### config.mk
export PLATFORM = sky130hd
export DESIGN_NAME = vga_timing_gen
export DESIGN_NICKNAME = d
export VERILOG_FILES = /design/src/rtl/vga_pkg.sv /design/src/rtl/pix_clk_en.sv /design/src/rtl/vga_timing_gen.sv
export SDC_FILE = /design/constraint.sdc
export NUM_CORES = 1
export LEC_CHECK = 0
export BUFFER_PORTS_ARGS = -buffer_cell sky130_fd_sc_hd__buf_2
export CAP_MARGIN = 10
export CORE_MARGIN = 2
export CORE_UTILIZATION = 48
export CTS_CLUSTER_DIAMETER = 40
export DETAILED_ROUTE_END_ITERATION = 10
export PLACE_DENSITY = 0.75
export SYNTH_ARGS = -nofsm -noshare
export SYNTH_HDL_FRONTEND = slang
export SYNTH_SLANG_ARGS = --single-unit
### constraint.sdc
create_clock -name clk -period 2.2 [get_ports clk]
set_clock_uncertainty 0.1 [all_clocks]
set_input_delay 0.66 -clock clk [delete_from_list [all_inputs] [get_ports clk]]
set_output_delay 0.66 -clock clk [all_outputs]
set_load 0.005 [all_outputs]
### src/rtl/vga_pkg.sv
// Shared VGA timing constants (640x480 @ 60 Hz from a 100 MHz system clock).
// Used by the timing generator and by the game-logic/output block for its
// screen bounds.
//   VGA_CNT_W          : width of the column/line counters
//   VGA_CLK_DIV        : clk cycles per pixel
//   VGA_H_* / VGA_V_*  : horizontal/vertical totals, sync widths, visible span
//   vga_in_span()      : half-open range test on a counter value
package vga_pkg;

  localparam int VGA_CNT_W       = 10;
  localparam int VGA_CLK_DIV     = 4;
  localparam int VGA_H_TOTAL     = 800;
  localparam int VGA_H_SYNC      = 96;
  localparam int VGA_H_VIS_START = 144;
  localparam int VGA_H_VIS_END   = 784;
  localparam int VGA_V_TOTAL     = 525;
  localparam int VGA_V_SYNC      = 2;
  localparam int VGA_V_VIS_START = 35;
  localparam int VGA_V_VIS_END   = 515;

  // True when lo <= x < hi.
  function automatic logic vga_in_span(input logic [VGA_CNT_W-1:0] x,
                                       input int lo, input int hi);
    return (x >= VGA_CNT_W'(lo)) && (x < VGA_CNT_W'(hi));
  endfunction

endpackage

### src/rtl/pix_clk_en.sv
// Pixel clock-enable divider.
// A counter runs 0..CLK_DIV-1 and wraps; pix_tick is high exactly in the
// cycle the counter holds CLK_DIV-1, so after reset release the first strobe
// falls in the CLK_DIV-th clk cycle.
//   clk      : system clock
//   clr_n    : asynchronous active-low reset (counter to 0, strobe low)
//   pix_tick : one-clk pixel-enable strobe
module pix_clk_en #(
  parameter int CLK_DIV = 4
) (
  input  logic clk,
  input  logic clr_n,
  output logic pix_tick
);

  localparam int DW = (CLK_DIV > 1) ? $clog2(CLK_DIV) : 1;
  localparam logic [DW-1:0] DIV_LAST = DW'(CLK_DIV - 1);

  logic [DW-1:0] div_cnt;

  always_ff @(posedge clk or negedge clr_n) begin
    if (!clr_n) begin
      div_cnt <= '0;
    end else if (div_cnt == DIV_LAST) begin
      div_cnt <= '0;
    end else begin
      div_cnt <= div_cnt + DW'(1);
    end
  end

  // Decoded from the register so the strobe is glitch-free and low in reset
  // (for CLK_DIV > 1).
  assign pix_tick = (div_cnt == DIV_LAST);

endmodule

### src/rtl/vga_timing_gen.sv
// VGA timing generator: pixel strobe, column/line counters, sync and
// visible-region decode, and an end-of-frame strobe for the game update.
//   clk        : system clock
//   clr_n      : asynchronous active-low reset
//   h_Counter  : current column, 0..H_TOTAL-1
//   v_Counter  : current line, 0..V_TOTAL-1
//   display_On : current pixel lies in the visible region
//   hsync      : horizontal sync, active low (h_Counter < H_SYNC)
//   vsync      : vertical sync, active low (v_Counter < V_SYNC)
//   pix_Tick   : one-clk pixel-enable strobe
//   frame_Tick : one-clk strobe on the last pixel tick of the frame
module vga_timing_gen
  import vga_pkg::*;
#(
  parameter int CLK_DIV     = VGA_CLK_DIV,
  parameter int H_TOTAL     = VGA_H_TOTAL,
  parameter int H_SYNC      = VGA_H_SYNC,
  parameter int H_VIS_START = VGA_H_VIS_START,
  parameter int H_VIS_END   = VGA_H_VIS_END,
  parameter int V_TOTAL     = VGA_V_TOTAL,
  parameter int V_SYNC      = VGA_V_SYNC,
  parameter int V_VIS_START = VGA_V_VIS_START,
  parameter int V_VIS_END   = VGA_V_VIS_END
) (
  input  logic                 clk,
  input  logic                 clr_n,
  output logic [VGA_CNT_W-1:0] h_Counter,
  output logic [VGA_CNT_W-1:0] v_Counter,
  output logic                 display_On,
  output logic                 hsync,
  output logic                 vsync,
  output logic                 pix_Tick,
  output logic                 frame_Tick
);

  localparam logic [VGA_CNT_W-1:0] H_LAST = VGA_CNT_W'(H_TOTAL - 1);
  localparam logic [VGA_CNT_W-1:0] V_LAST = VGA_CNT_W'(V_TOTAL - 1);

  logic                 pix_tick;
  logic [VGA_CNT_W-1:0] h_cnt;
  logic [VGA_CNT_W-1:0] v_cnt;
  logic                 h_last;
  logic                 v_last;

  pix_clk_en #(
    .CLK_DIV (CLK_DIV)
  ) u_pix_clk_en (
    .clk      (clk),
    .clr_n    (clr_n),
    .pix_tick (pix_tick)
  );

  assign h_last = (h_cnt == H_LAST);
  assign v_last = (v_cnt == V_LAST);

  // Explicit wrap compares keep both counters inside 0..TOTAL-1 at all times.
  always_ff @(posedge clk or negedge clr_n) begin
    if (!clr_n) begin
      h_cnt <= '0;
      v_cnt <= '0;
    end else if (pix_tick) begin
      if (h_last) begin
        h_cnt <= '0;
        v_cnt <= v_last ? '0 : v_cnt + VGA_CNT_W'(1);
      end else begin
        h_cnt <= h_cnt + VGA_CNT_W'(1);
      end
    end
  end

  assign h_Counter = h_cnt;
  assign v_Counter = v_cnt;

  // Decodes come straight off the counter registers: no skew to the counts,
  // and in reset they resolve to the counter-0 values (syncs low, blank).
  assign hsync      = (h_cnt >= VGA_CNT_W'(H_SYNC));
  assign vsync      = (v_cnt >= VGA_CNT_W'(V_SYNC));
  assign display_On = vga_in_span(h_cnt, H_VIS_START, H_VIS_END) &&
                      vga_in_span(v_cnt, V_VIS_START, V_VIS_END);
  assign pix_Tick   = pix_tick;
  assign frame_Tick = pix_tick && h_last && v_last;

endmodule

==> flow_summary_export.csv <==
group,metric,value,unit
global_routing,overflow,0,
route,vias_per_cell,5.618,
global_routing,grt_max_degree,23,
timing,holdWs,0.1811,ns
floorplan,start_util,50.35,%
power,netSwitchingFraction,22.55,%
global_routing,grt_pass1_wl,5388,um
hold_path,hold_path.class,"in -> async",
timing,finalHoldViolCount,0,
placed_design,placed_cell_area,1620,um2
power,p_int,0.4760,mW
clock_tree,cts.clk_slew.worst_paths,0.13,ns
clock_tree,cts_sinks,22,
layout,layout-drive-gt1-share,39.56,%
timing,setup_viol_count_final,3,
placed_design,portBuffers,26,
worst_setup_path,timing.reg2reg.setup_slack,0.30,ns
worst_setup_path,critical_path_arrival,2.05,ns
synthesis,ys_ff_latch,22,
floorplan,pin_count,27,
route,vias,1191,
global_routing,track_usage,25.75,%
timing,rsz0062_at_grt,"yes",
power,p_comb_share,1.3,%
clock_tree,h-tree-depth,1,
worst_setup_path,start_kind,"flop",
power,p_switching,0.1386,mW
clock_tree,cts_buffers,3,
worst_setup_path,cp_max_fo,2,
timing,setup_tns,-0.9999,ns
timing,worst_pin_slew,0.4977,ns
global_routing,grt_pass1_vias,1154,
layout,diodes,0,
floorplan,core,2477,um2
synthesis,avgSynthCellArea,9.980,um2
job,cap_viol_max_count,0,
floorplan,die_h,54.98,um
clock_tree,cts.path.max_buffers,2,
route,first_iter_violations,29,
power,pwr_density_cell,361.0,nW/um2
synthesis,ys_warn_count,0,
layout,final_cell_area,1703,um2
synthesis,synth.distinct_cells,34,
route,ant_nets,0,
synthesis,yosysSeqAreaShare,44.13,%
power,finalPower,0.6147,mW
outcome,status,"finished, violations left",
outcome,violations,"negative setup slack",
layout,nNetsFinal,191,
timing,fmax,356.4,MHz
timing,relSlewSlack,66.82,%
placed_design,dp.cells,206,
route,drt_first_pass_iters,5,
synthesis,synth.cell_area,1247,um2
timing,fin_ws,-0.6056,ns
global_routing,antenna_found_initial,0,
worst_setup_path,r2r_end,"v_Counter[7]",
power,worst_ir_drop_vdd,326.1,uV
power,power_frac_seq,65.8,%
worst_setup_path,critPathKind,"reg -> out",
timing,fin_crit_sh,127.5,%
floorplan,die_w,54.98,um
timing,period_minus_slack,2.806,ns
worst_setup_path,r2r-start,"h_Counter[5]",
placed_design,dp_hpwl,2394,um
route,wl_per_cell,15.60,um
worst_setup_path,end_kind,"output port",
clock_tree,clock_latency,0.32,ns
power,p_leak,0.8715,nW
timing,drv_slew,0,
worst_setup_path,reg2reg_depth,5,
clock_tree,cts-root-buf,"clkbuf_4",
placed_design,place_congestion,0.8287,
clock_tree,tritoncts,"done",
synthesis,syn_nets,133,
floorplan,dieArea,3023,um2
floorplan,rows,18,
route,finalWirelength,3307,um
worst_setup_path,crit_required,1.44,ns
layout,syn_to_final_growth,36.51,%
route,drc_errors,0,
power,power_frac_clock,32.9,%
layout,final_cells,212,
synthesis,syn_inst,125,
-- Yosys cell counts (all sizes together) --
library cell	n	area, um2
a2111o	1	11.26
a2111oi	1	8.760
a21oi	2	10.01
a22oi	1	7.510
and2	4	25.02
and3	5	31.28
and3b	1	8.760
buf	3	27.52
dfrtp	22	550.5
ha	6	75.07
inv	6	22.52
mux2i	3	30.03
nand2	8	30.03
nand3	10	50.05
nand3b	1	7.510
nand4	10	62.56
nor2	8	30.03
nor2b	1	6.260
nor3	5	36.29
nor4	3	25.02
o21a	1	7.510
o21ai	4	20.02
o22a	1	8.760
o311a	1	10.01
o311ai	1	8.760
o31ai	2	15.01
or2	1	6.260
or4	2	18.77
xnor2	7	61.31
xor2	4	35.03
-- repair_timing --
action / CTS / global route
endpoints found under the hold margin: 0 / 0
endpoints found under the setup margin: 3 / 4
pin swaps: 2 / 2
hold buffers: 0 / 0
buffers inserted: 1 / 1
gates resized for setup: 4 / 4
-- final cells by class --
type / instances / area [um2]
fillers: 203 / 774.5
well taps: 30 / 37.54
inverters: 6 / 22.52
multi-input cells: 94 / 701.9
flip-flops and latches: 22 / 551.8
repair buffers: 56 / 362.8
clock buffers: 4 / 26.28
-- metal layers --
layer,GRT usage (%),vias to the layer above,routed length [um]
met2,45.44,35,1747
met4,11.79,0,69
li1,-,570,-
met3,4.839,7,157
met5,0,-,0
met1,30.02,579,1333
-- flip-flops by register name, summed over array words and instances (netlist names) --
| register | cells |
|---|---|
| h_Counter | 10 |
| u_pix_clk_en.div_cnt | 2 |
| v_Counter | 10 |
-- power by group through the flow --
stage          Sequential, mW  Combinational, mW  Clock [mW]
6_report                0.404            0.00828       0.202
5_1_grt                 0.404             0.0106       0.225
4_1_cts                 0.404            0.00900       0.208
3_5_place_dp            0.412            0.00900           0
3_3_place_gp            0.412            0.00843           0
2_1_floorplan           0.412        0.000000281           0
-- per-stage QoR --
step	worst slack (ns)	utilization, %
after global routing	-0.6779	68.74
after global placement	-0.2681	65.40
after CTS	-0.5568	68.03
final	-0.6056	68.74
after detailed placement	-0.2914	65.40
after floorplan	-0.1890	-
-- layout by cell type (no fill, tap or decap), drive strengths merged --
cell type and count:
a2111o 1, nor2b 1, nand3 10, nor2 8, nor4 3, dfrtp 22, or4 2, ha 6
o311ai 1, o31ai 2, and3b 1, inv 6, nand3b 1, a22oi 1, nand2 8, mux2i 3
clkbuf 4, o21ai 4, and2 4, xnor2 7, nand4 10, o311a 1, or2 1, buf 56
xor2 4, a2111oi 1, a21oi 2, nor3 5, and3 5, o21a 1, o22a 1
-- worst max-delay path, cell delays in order (launching register included) --
cell and delay, ns:
dfrtp_1 0.41, ha_2 0.20, or4_4 0.45, a2111oi_4 0.32, o22a_1 0.18, nor3_1 0.05, buf_2 0.12
-- cells by family after synthesis --
group	after synthesis	share of synthesized area [%]
AND/OR/NAND/NOR	59	27.08
multiplexers	3	2.407
AO/OA/AOI/OAI	15	8.626
XOR/XNOR	11	7.723
flip-flops	22	44.13
adder cells (fa/ha/maj)	6	6.018
buffers and inverters	9	4.011
-- worst max-delay path by stage --
stage / cells after the start / from / end
2_1_floorplan: 5 / v_Counter[1] / display_On
3_3_place_gp: 6 / v_Counter[0] / display_On
4_1_cts: 6 / v_Counter[0] / display_On
6_report: 6 / v_Counter[0] / display_On
5_1_grt: 6 / v_Counter[0] / display_On
3_5_place_dp: 6 / v_Counter[0] / display_On
No activity file was read; power rests on OpenSTA's default activity.
